===== config.mk =====
export PLATFORM = sky130hd
export DESIGN_NAME = prbs_lfsr
export DESIGN_NICKNAME = d
export VERILOG_FILES = /design/src/rtl/prbs_check_pkg.sv /design/src/rtl/prbs_lfsr.sv
export SDC_FILE = /design/constraint.sdc
export NUM_CORES = 1
export LEC_CHECK = 0
export CORE_MARGIN = 1.5
export CORE_UTILIZATION = 30
export DETAILED_ROUTE_END_ITERATION = 8
export GPL_ROUTABILITY_DRIVEN = 0
export SYNTH_ARGS = -nofsm -noshare
export SYNTH_HDL_FRONTEND = slang
export SYNTH_SLANG_ARGS = --single-unit

===== constraint.sdc =====
create_clock -name clk -period 1.2 [get_ports clk]
set_clock_uncertainty 0.1 [all_clocks]
set_input_delay 0.24 -clock clk [delete_from_list [all_inputs] [get_ports clk]]
set_output_delay 0.24 -clock clk [all_outputs]
set_load 0.1 [all_outputs]

===== src/rtl/prbs_check_pkg.sv =====
// Shared types and helpers for the PRBS path checker: FSM state encoding,
// PRBS7 tap definition, LFSR step and saturating increment.
package prbs_check_pkg;

  typedef enum logic [1:0] {
    IDLE  = 2'd0,
    FILL  = 2'd1,
    CHECK = 2'd2,
    DONE  = 2'd3
  } state_e;

  // x^7 + x^6 + 1: feedback taps are the polynomial exponents of the PRBS7 generator.
  localparam int unsigned PRBS_W     = 7;
  localparam int unsigned PRBS_TAP_A = 7;
  localparam int unsigned PRBS_TAP_B = 6;

  // Fibonacci step shifting toward the MSB; the new LSB is the XOR of the two top taps.
  // Widths up to 32 bits are supported; the result is masked to w bits.
  function automatic logic [31:0] prbs_next(input logic [31:0] lfsr, input int unsigned w);
    logic [31:0] mask;
    logic [31:0] taps;
    mask = (w >= 32) ? 32'hFFFF_FFFF : ((32'd1 << w) - 32'd1);
    taps = (lfsr >> (w - 1)) ^ (lfsr >> (w - 1 - (PRBS_TAP_A - PRBS_TAP_B)));
    return ((lfsr << 1) | {31'd0, taps[0]}) & mask;
  endfunction

  // Increment that sticks at the all-ones value of a w-bit counter.
  function automatic logic [31:0] sat_inc(input logic [31:0] cnt, input int unsigned w);
    logic [31:0] max_v;
    max_v = (w >= 32) ? 32'hFFFF_FFFF : ((32'd1 << w) - 32'd1);
    return (cnt >= max_v) ? max_v : cnt + 32'd1;
  endfunction

endpackage


===== src/rtl/prbs_lfsr.sv =====
// PRBS generator register: loads a seed (zero replaced by all-ones so the
// sequence can never lock up) and advances one step per enabled edge.
module prbs_lfsr
  import prbs_check_pkg::*;
#(
  parameter int LFSR_W = PRBS_W
) (
  input  logic              clk,
  input  logic              rst,
  input  logic              load_i,
  input  logic              adv_i,
  input  logic [LFSR_W-1:0] seed_i,
  output logic              msb_o
);

  logic [LFSR_W-1:0] lfsr_q;
  logic [LFSR_W-1:0] lfsr_d;

  always_comb begin
    lfsr_d = lfsr_q;
    if (load_i) begin
      lfsr_d = (seed_i == '0) ? '1 : seed_i;
    end else if (adv_i) begin
      lfsr_d = LFSR_W'(prbs_next(32'(lfsr_q), LFSR_W));
    end
  end

  always_ff @(posedge clk or posedge rst) begin
    if (rst) begin
      lfsr_q <= '1;
    end else begin
      lfsr_q <= lfsr_d;
    end
  end

  assign msb_o = lfsr_q[LFSR_W-1];

endmodule


==> metrics, run 1 <==
outcome=finished with violations; failing checks=setup timing; max FFs per register=7; CP bufs+invs=1; n_diodes=0; CTS tree=built; max-slew violation count=0; vias per cell=around 4.9; Sequential Power Share=approximately two fifths; minimum clock period=between 1 and 1.5 ns; biggest regs=lfsr_q (7); Syn-to-layout area delta=59.0%; WP depth=1; FF-to-FF path depth=4; CP endpoint kind=primary output; Top reg by flops=lfsr_q; library cells used by synthesis=21; vias in the first global route=around 360; Critical Path Start Type=flop; Final Worst Setup Slack=-0.175 ns; worst-path fanout max=2; layout cells sized above 1=between 40% and 50%; largest net degree at the start of global routing=15; leakage dissipation=~0.31 nW; WL met2=~440 um; Internal=~0.00052 W; critical path class=flop to primary output; Syn Area/Cell=slightly below 10 um2; worst-case clock buffer depth=2; Rows=13; YS warnings=0; root buf cell=clkbuf_4; Die Span Y=41.3 um; Worst EP required=0.86 ns; HPWL Detailed=between 700 and 800 um; slowest stage delay, CP=approximately 0.62 ns; Max-cap violations=0; initial antenna violation count=0; critical path's slowest cell=dfstp_4; nets=slightly above 80; fin util=between 50 and 60%; TritonCTS Buffers=3; DR WL/cell=approximately 11 um; Psw=around 0.00020 W; Hold Fails Final Rpt=0; Initial DRT Pass Iterations=4; RSZ-0062 raised after global routing=yes; Clock Latency Late Sink=around 0.25 ns; Post-Synthesis Cells=45; Syn Std Cell Area=approximately 440 um2; Syn Nets=56; first-pass GRT wire length=1430 um; CTS clk-pin slew, worst paths=about 0.05 ns; Rel. slew slack=between 70 and 80%; clock power share=29.1%; period utilisation layout=115%; sequential area share after synthesis=41.9%; grt total ovfl=0; worst min-delay path class=primary input to flop; Area contributors post-synth=dfstp_2 (42%), mux2i_1 (9.1%), a211oi_1 (6.8%); R2R Setup Slk=-0.08 ns; beginning of the worst register-to-register path=lfsr_q[6]$_DFFE_PP1P_; #FFs+latches synth=7; Iteration-0 DRC Markers=2; Setup crit start=lfsr_q[6]$_DFFE_PP1P_; detailed-route via count=411; Combinational Power Share=roughly 29%; share of the synthesized area in the top cell type=roughly two fifths; Worst Path Arrival=approximately 1.0 ns; FMAX=approximately 730 MHz; DRT met1 WL=roughly 430 um; DRC=0; GRT Total Usage=approximately 14%; Die ar.=1700 um2; R2R Path End=lfsr_q[0]$_DFFE_PP1P_; PnR Total Power=0.000721 W; H-Tree Depth=1; cell accounting for the most synthesized area=dfstp_2; # hold bufs at CTS=0; core area=roughly 1300 um2; sw frac=approximately 28%; I/O pin cnt=12; # setup viols final=3; max layer used=met4; CP top delay family=flip-flops; clock sink count=7; Pwr per Cell Area=roughly 1000 nW/um2; VDD IR max=about 0.00046 V; port bufs=11; die width=41.3 um; Initial Util=32.9%; Least-Margin Pin Slew=around 0.4 ns; Worst setup endpoint=msb_o; worst path cell trace=buf_12; WL met3=43 um; total wire length=955 um; Post-DRT Antenna Nets=0
## Yosys cell counts
cell type	count
inv_1	4
a41o_1	1
o21ai_1	1
nand3_1	1
buf_6	1
a211oi_1	4
xor2_1	1
and2b_1	1
nand2_1	2
buf_2	1
nor3_1	2
a41oi_1	1
o211ai_1	1
a31oi_1	2
a21oi_1	4
nand4b_1	1
nor3_4	1
nor2b_1	3
nor2_1	2
dfstp_2	7
mux2i_1	4
## repair_timing
| action | in CTS | in global routing |
|---|---|---|
| pin swaps | 3 | 0 |
| setup endpoints to repair | 8 | 8 |
| endpoints found under the hold margin | 0 | 0 |
| gates resized for setup | 6 | 4 |
| setup buffers | 1 | 0 |
## area by class of cell
cell class | count | area [um2]
well taps | 15 | 18.8
multi-input cells | 32 | 246
flip-flops and latches | 7 | 188
inverters | 4 | 15.0
fillers | 130 | 636
repair buffers | 22 | 204
clock buffers | 4 | 26.3
## how the worst min path moves through the flow
stage | depth (start not counted) | to | slack [ns] | startpoint
2_1_floorplan | 1 | lfsr_q[0]$_DFFE_PP1P_ | 0.16 | rst
3_3_place_gp | 2 | lfsr_q[0]$_DFFE_PP1P_ | 0.49 | lfsr_q[0]$_DFFE_PP1P_
3_5_place_dp | 2 | lfsr_q[0]$_DFFE_PP1P_ | 0.48 | lfsr_q[0]$_DFFE_PP1P_
4_1_cts | 2 | lfsr_q[2]$_DFFE_PP1P_ | 0.36 | rst
5_1_grt | 4 | lfsr_q[5]$_DFFE_PP1P_ | 0.31 | seed_i[6]
6_report | 4 | lfsr_q[5]$_DFFE_PP1P_ | 0.26 | seed_i[6]
## metrics by stage
stage	setup slack (ns)	setup TNS, ns	instances	area, um2	hold slack, ns
5_1_grt	-0.200	-0.424	84	698	0.310
2_1_floorplan	-0.100	-0.188	45	443	0.161
3_3_place_gp	-0.396	-2.34	79	641	0.489
4_1_cts	-0.185	-0.323	84	689	0.364
6_report	-0.175	-0.300	84	698	0.262
3_5_place_dp	-0.411	-2.35	79	641	0.482
## power groups by stage
stage                     logic (W)  registers [W]  clock network (W)
after floorplan           0.0000793       0.000327                  0
after global placement     0.000196       0.000306                  0
after detailed placement   0.000196       0.000307                  0
after CTS                  0.000209       0.000303           0.000217
after global routing       0.000226       0.000306           0.000227
final                      0.000209       0.000302           0.000209
## worst min-delay path, cell delays in order
cell            delay (ns)
dlymetal6s2s_1        0.15
nor3_4                0.08
nand3_2               0.06
a31oi_1               0.07
## cells in the final DEF (no fill, tap or decap)
cell / n
dfstp_2: 6
mux2i_1: 4
nor3_4: 1
nor2_2: 2
buf_12: 1
dlymetal6s2s_1: 1
clkdlybuf4s15_1: 1
clkbuf_1: 1
a21oi_1: 4
a31oi_1: 2
nor2b_4: 1
a211oi_1: 3
inv_1: 4
a211oi_2: 1
xor2_1: 1
o21ai_1: 1
dlygate4sd2_1: 1
nor2b_1: 2
nand4b_1: 1
clkbuf_4: 3
buf_4: 11
and2b_1: 1
nand2_1: 2
nor3_1: 2
dfstp_4: 1
a41o_1: 1
nand3_2: 1
o211ai_1: 1
a41oi_1: 1
clkdlybuf4s50_1: 7
## per-layer routing
layer | up-vias | global-route usage, %
li1 | 213 | -
met1 | 180 | 14.5
met2 | 13 | 23.0
met3 | 5 | 4.89
met4 | 0 | 12.1
met5 | - | 0
## cell families (layout without fill, tap and decap cells)
family                 after synthesis  after routing  share of synthesized area [%]
AO/OA/AOI/OAI                       14             14                           21.4
AND/OR/NAND/NOR                     13             13                           18.5
flip-flops                           7              7                           41.9
buffers and inverters                6             30                           7.12
multiplexers                         4              4                           9.12
XOR/XNOR                             1              1                           1.99
No activity file was read; power rests on OpenSTA's default activity.
==> run 2, diff against run 1 <==
--- a/config.mk
+++ b/config.mk
@@ -5,10 +5,14 @@
 export SDC_FILE = /design/constraint.sdc
 export NUM_CORES = 1
 export LEC_CHECK = 0
+export ABC_AREA = 1
+export CELL_PAD_IN_SITES_DETAIL_PLACEMENT = 1
+export CELL_PAD_IN_SITES_GLOBAL_PLACEMENT = 1
 export CORE_MARGIN = 1.5
 export CORE_UTILIZATION = 30
 export DETAILED_ROUTE_END_ITERATION = 8
 export GPL_ROUTABILITY_DRIVEN = 0
+export PLACE_DENSITY_LB_ADDON = 0.1
 export SYNTH_ARGS = -nofsm -noshare
 export SYNTH_HDL_FRONTEND = slang
 export SYNTH_SLANG_ARGS = --single-unit
==> run 2 against run 1 <==
Compared with the run above:
- the run still ends with setup timing left
- area after synthesis grew 4.8%
- maximum frequency shrank 0.35%
- routed wire length grew 30%
- via count grew 16%
- count of clock-buffer cells in the layout is the same
- worst hold slack is essentially flat
- sequential power grew 2%
- power grew 3.4%
- critical path type unchanged
- largest cell class unchanged
==> metrics, run 2 <==
biggest regs=lfsr_q (7); sequential area share after synthesis=39.9% (-1.9 points); failing checks=setup timing; worst-path fanout max=2 (unchanged); outcome=finished with violations; Post-synth EDFFs=0 (unchanged); Primary FF master, synth=dfstp_2; cell accounting for the most synthesized area=dfstp_2; H-Tree Depth=1 (unchanged); largest net degree at the start of global routing=13 (-2); DRC=0 (unchanged); Syn Std Cell Area=460 um2 (+4.8%); Die Span Y=42.2 um (+2.2%); Syn-to-layout area delta=54.3%; register area=188 um2 (unchanged); critical path's slowest cell=dfstp_4; Hold Fails Final Rpt=0 (unchanged); multi-input combinational cell area=269 um2 (+9.1%); vias in the first global route=487 (+34%); grt total ovfl=0 (unchanged); CP endpoint kind=primary output; critical path class=flop to primary output; TritonCTS Buffers=3 (unchanged); CP top delay family=flip-flops; #FFs+latches synth=7 (unchanged); leakage dissipation=0.371 nW (+20%); Post-synth top cells=nand2_1 (26), nor2_1 (20), o21ai_0 (8), dfstp_2 (7), inv_1 (6); minimum clock period=1.38 ns (+0.00481 ns); Hold WS=0.262 ns (+0.000197 ns); worst min-delay path class=primary input to flop; Post-Place Cells=102 (+29%); Sequential Power Share=41.4% (-0.5 points); Area contributors post-synth=dfstp_2 (40%), nand2_1 (21%), nor2_1 (16%); vias per cell=4.44 (-9.3%); PnR Total Power=0.000745 W (+3.4%); Post-Synthesis Cells=71 (+58%); sw frac=30.9% (+3.3 points); library cells used by synthesis=8 (-62%); Setup WS pre-CTS=-0.317 ns (+0.0944 ns); fin util=52.0% (-0.33 points); first-pass GRT wire length=2010 um (+41%); die width=42.2 um (+2.2%); Least-Margin Pin Slew=0.271 ns (-0.127 ns); max FFs per register=7 (unchanged); most frequent cell after synthesis=nand2_1; Psw=0.000230 W (+16%); nets=104 (+28%); CP bufs+invs=1 (unchanged); Initial Util=33.7% (+0.77 points); # setup viols final=2 (-1); Internal=0.000514 W (-1.3%); CTS clk-pin slew, worst paths=0.06 ns (about the same); Worst Path Arrival=1.04 ns (about the same); commonest non-fill, non-tap cells in the layout=nand2_1 (24), nor2_1 (18), buf_4 (8); I/O pin cnt=12 (unchanged); Max-cap violations=0 (unchanged); Combinational Power Share=29.3% (+0.3 points); Syn Area/Cell=6.49 um2 (-34%); root buf cell=clkbuf_4; core area=1370 um2 (+2.4%); n_diodes=0 (unchanged); CTS tree=built; RSZ-0062 raised after global routing=yes; detailed-route via count=475 (+16%); Rows=13 (unchanged); VDD IR max=0.000606 V (+32%); Syn Nets=82 (+46%); clock power share=29.3% (+0.2 points); worst-case clock buffer depth=2 (unchanged); Initial DRT Pass Iterations=1 (-3); commonest non-fill, non-tap cell in the layout=nand2_1; Rel. slew slack=81.9% (+8.4 points); clock sink count=7 (unchanged); Post-DRT Antenna Nets=0 (unchanged); Pwr per Cell Area=1050 nW/um2 (+1.5%); Die ar.=1780 um2 (+4.5%); layout cells sized above 1=34.8% (-5.8 points); YS warnings=0 (unchanged); FFs w/ async S/R, synth=100% (unchanged); share of the synthesized area in the top cell type=39.9% (-1.9 points); FMAX=725 MHz (-0.35%); initial antenna violation count=0 (unchanged); HPWL Detailed=901 um (+22%); period utilisation layout=115% (+0.40 points); GRT Total Usage=14.6% (+0.31 points); Clock Latency Late Sink=0.25 ns (about the same); Critical Path Start Type=flop; total wire length=1240 um (+30%); Fillers=189 (+45%); Worst EP required=0.86 ns (about the same); worst path cell trace=buf_12; max-slew violation count=0 (unchanged); slowest stage delay, CP=0.62 ns (about the same); Layout Cells excl Fill=107 (+27%); Final Worst Setup Slack=-0.180 ns (-0.00481 ns); DR WL/cell=11.6 um (+1.9%); Top reg by flops=lfsr_q; port bufs=11 (unchanged); Iteration-0 DRC Markers=0 (-2)
==> run 2: cell type report <==
type | instances | area share (%)
Clock buffer | 4 | 3.70
Tap cell | 15 | 2.64
Multi-Input combinational cell | 56 | 37.9
Timing Repair Buffer | 19 | 26.2
Sequential cell | 7 | 26.4
Inverter | 6 | 3.17
==> run 2: power by group through the flow <==
stage / sequential, W / combinational (W) / clock [W]
after floorplan: 0.000336 / 0.0000883 / 0
after global placement: 0.000312 / 0.000196 / 0
after detailed placement: 0.000315 / 0.000199 / 0
after CTS: 0.000308 / 0.000208 / 0.000227
after global routing: 0.000312 / 0.000244 / 0.000238
final: 0.000308 / 0.000218 / 0.000219
==> run 2: worst paths after layout <==
kind | cells past startpoint | end | start | slack [ns]
worst min-delay path | 5 | lfsr_q[1]$_DFFE_PP1P_ | seed_i[1] | 0.26
max in group asynchronous | 2 | lfsr_q[5]$_DFFE_PP1P_ | rst | 0.60
worst min register to register | 2 | lfsr_q[2]$_DFFE_PP1P_ | lfsr_q[2]$_DFFE_PP1P_ | 0.37
worst max register to register | 7 | lfsr_q[0]$_DFFE_PP1P_ | lfsr_q[6]$_DFFE_PP1P_ | -0.06
min in group asynchronous | 2 | lfsr_q[0]$_DFFE_PP1P_ | rst | 0.38
worst max-delay path | 1 | msb_o | lfsr_q[6]$_DFFE_PP1P_ | -0.18
==> run 2: per-stage QoR <==
stage	cell area, um2	setup TNS (ns)
6_report	711	-0.243
3_5_place_dp	633	-1.82
4_1_cts	666	-0.249
2_1_floorplan	464	-0.0798
3_3_place_gp	633	-1.76
5_1_grt	711	-0.362
==> run 2: layer usage <==
metal / vias up / GRT usage, % / share of wire, %
met5: - / 0 / 0
met4: 0 / 5.63 / 0.40
met3: 2 / 1.72 / 4.9
met2: 9 / 23.4 / 49
met1: 207 / 19.8 / 46
li1: 257 / - / -
==> run 2: tightest hold or removal path, delay by kind of cell <==
kind / cells / cell delay [ns]
AO/OA/AOI/OAI: 1 / 0.05
buffers and inverters: 1 / 0.12
AND/OR/NAND/NOR: 3 / 0.17
==> run 2: logic make-up after synthesis <==
kind of cell / synth area share [%]
buf+inv: 9.78
compound gates: 10.3
flops: 39.9
simple gates: 39.9
==> run 2: repair_timing <==
| item | in CTS | in global routing |
|---|---|---|
| hold buffers | 0 | 0 |
| gates cloned | 0 | 0 |
| setup endpoints to repair | 5 | 8 |
| buffers inserted | 1 | 0 |
| pin swaps | 0 | 8 |
| gates resized for setup | 3 | 19 |
==> run 3, diff against run 2 <==
--- a/config.mk
+++ b/config.mk
@@ -5,7 +5,6 @@
 export SDC_FILE = /design/constraint.sdc
 export NUM_CORES = 1
 export LEC_CHECK = 0
-export ABC_AREA = 1
 export CELL_PAD_IN_SITES_DETAIL_PLACEMENT = 1
 export CELL_PAD_IN_SITES_GLOBAL_PLACEMENT = 1
 export CORE_MARGIN = 1.5
==> run 3 against run 2 <==
Compared with the run above:
- the run still ends with setup timing left
- critical path depth did not move
- die area fell by 4.3%
- utilization rose by 2.8 points
- flip-flop and latch count did not move
- power fell by 2.4%
- final cell count fell by 22%
- via count fell by 10%
- sequential power barely moved
- maximum frequency rose by 0.31%
- register-to-register slack got worse by 0.02 ns
- critical endpoint unchanged
==> metrics, run 3 (synthesized netlist as in run 1, its figures left out) <==
nets=80 (-23%); Initial DRT Pass Iterations=2 (+1); worst-case clock buffer depth=2 (unchanged); initial antenna violation count=0 (unchanged); CP endpoint kind=primary output; H-Tree Depth=1 (unchanged); Worst Path Arrival=1.04 ns (about the same); Hold Fails Final Rpt=0 (unchanged); leakage dissipation=0.343 nW (-7.5%); core area=1330 um2 (-2.4%); TNS Setup=-0.277 ns (-0.0346 ns); Worst EP required=0.86 ns (about the same); total wire length=1110 um (-10%); Syn-to-layout area delta=66.4%; worst-path fanout max=2 (unchanged); n_diodes=0 (unchanged); met3 usage=1.63% (-0.094 points); TritonCTS Buffers=3 (unchanged); I/O pin cnt=12 (unchanged); max FFs per register=7 (unchanged); root buf cell=clkbuf_4; minimum clock period=1.38 ns (-0.00428 ns); worst min-delay path class=primary input to flop; HPWL Detailed=927 um (+2.9%); Post-DRT Antenna Nets=0 (unchanged); Initial Util=32.9% (-0.77 points); vias per cell=5.14 (+16%); slowest stage delay, CP=0.62 ns (about the same); Max-cap violations=0 (unchanged); port bufs=11 (unchanged); Top reg by flops=lfsr_q; period utilisation layout=115% (-0.36 points); vias in the first global route=443 (-9.0%); layout cells sized above 1=42.6% (+7.9 points); max-slew violation count=0 (unchanged); DR WL/cell=13.4 um (+16%); DRC=0 (unchanged); Setup WS pre-CTS=-0.339 ns (-0.0225 ns); Clock Latency Late Sink=0.24 ns (about the same); Die ar.=1700 um2 (-4.3%); CP bufs+invs=1 (unchanged); CTS tree=built; Layout Cells excl Fill=83 (-22%); failing checks=setup timing; Die Span Y=41.3 um (-2.2%); CP top delay family=flip-flops; clock sink count=7 (unchanged); RSZ-0062 raised after global routing=yes; commonest non-fill, non-tap cells in the layout=buf_4 (9), dfstp_2 (6); biggest regs=lfsr_q (7); Rows=13 (unchanged); met1 Usage GRT=17.9% (-1.9 points); # hold bufs at CTS=0 (unchanged); Rel. slew slack=83.1% (+1.2 points); Final Worst Setup Slack=-0.176 ns (+0.00428 ns); critical path class=flop to primary output; GRT Total Usage=16.7% (+2.2 points); commonest non-fill, non-tap cell in the layout=buf_4; outcome=finished with violations; Post-Place Cells=78 (-24%); detailed-route via count=427 (-10%); Critical Path Start Type=flop; Least-Margin Pin Slew=0.252 ns (-0.0193 ns); CTS clk-pin slew, worst paths=0.05 ns (about the same); busiest grt layer=met2; critical path's slowest cell=dfstp_4; worst path cell trace=buf_12; FMAX=727 MHz (+0.31%); # setup viols final=3 (+1); Iteration-0 DRC Markers=2 (+2); first-pass GRT wire length=1790 um (-11%); Pwr per Cell Area=995 nW/um2 (-5.1%); VDD IR max=0.000449 V (-26%); grt total ovfl=0 (unchanged); met2 Use GR=31.3% (+7.9 points); largest net degree at the start of global routing=16 (+3); die width=41.3 um (-2.2%)
[run 3: cell count changes in the layout (fill, tap and decap cells not counted), moves of 3 or more]
cell             change
a211oi_1             +3
o21ai_2              -6
nand2_1             -22
nor2_1              -18
mux2i_1              +4
a21oi_1              +4
clkdlybuf4s50_1      -3
[run 3: layer usage]
metal | vias up | wire, um | share of wire [%]
li1 | 213 | - | -
met1 | 200 | 433 | 39
met2 | 12 | 622 | 56
met3 | 2 | 46 | 4.1
met4 | 0 | 8 | 0.72
met5 | - | 0 | 0
[run 3: timing repair]
action                     in CTS  in global routing
setup buffers                   1                  0
pin swaps                       1                  2
setup endpoints to repair       8                  8
gates resized for setup        10                  7
[run 3: final timing paths]
path	start	end	slack [ns]	cells after the start
max reg2reg	lfsr_q[6]$_DFFE_PP1P_	lfsr_q[0]$_DFFE_PP1P_	-0.08	4
max	lfsr_q[6]$_DFFE_PP1P_	msb_o	-0.18	1
min reg2reg	lfsr_q[0]$_DFFE_PP1P_	lfsr_q[0]$_DFFE_PP1P_	0.49	2
min	seed_i[5]	lfsr_q[5]$_DFFE_PP1P_	0.22	3
min in group asynchronous	rst	lfsr_q[1]$_DFFE_PP1P_	0.36	2
max in group asynchronous	rst	lfsr_q[4]$_DFFE_PP1P_	0.62	2
[run 3: stage by stage]
stage | utilization [%] | area [um2] | hold slack [ns] | total power (W)
finish | 54.8 | 731 | 0.222 | 0.000727
global route | 54.8 | 731 | 0.265 | 0.000771
CTS | 52.9 | 706 | 0.378 | 0.000731
detailed placement | 48.4 | 646 | 0.480 | 0.000512
global placement | 48.4 | 646 | 0.470 | 0.000502
floorplan | - | 443 | 0.161 | 0.000406
[run 3: area by class of cell]
class                   count  area, um2
flip-flops and latches      7        188
inverters                   4       15.0
clock buffers               4       26.3
well taps                  15       18.8
fillers                   153        603
repair buffers             21        214
multi-input cells          32        269
[run 3: report_power, final]
group / total [W] / switching (W) / internal (W)
registers: 0.000306 / 0.0000198 / 0.000286
logic: 0.000220 / 0.000108 / 0.000112
clock network: 0.000201 / 0.0000749 / 0.000126
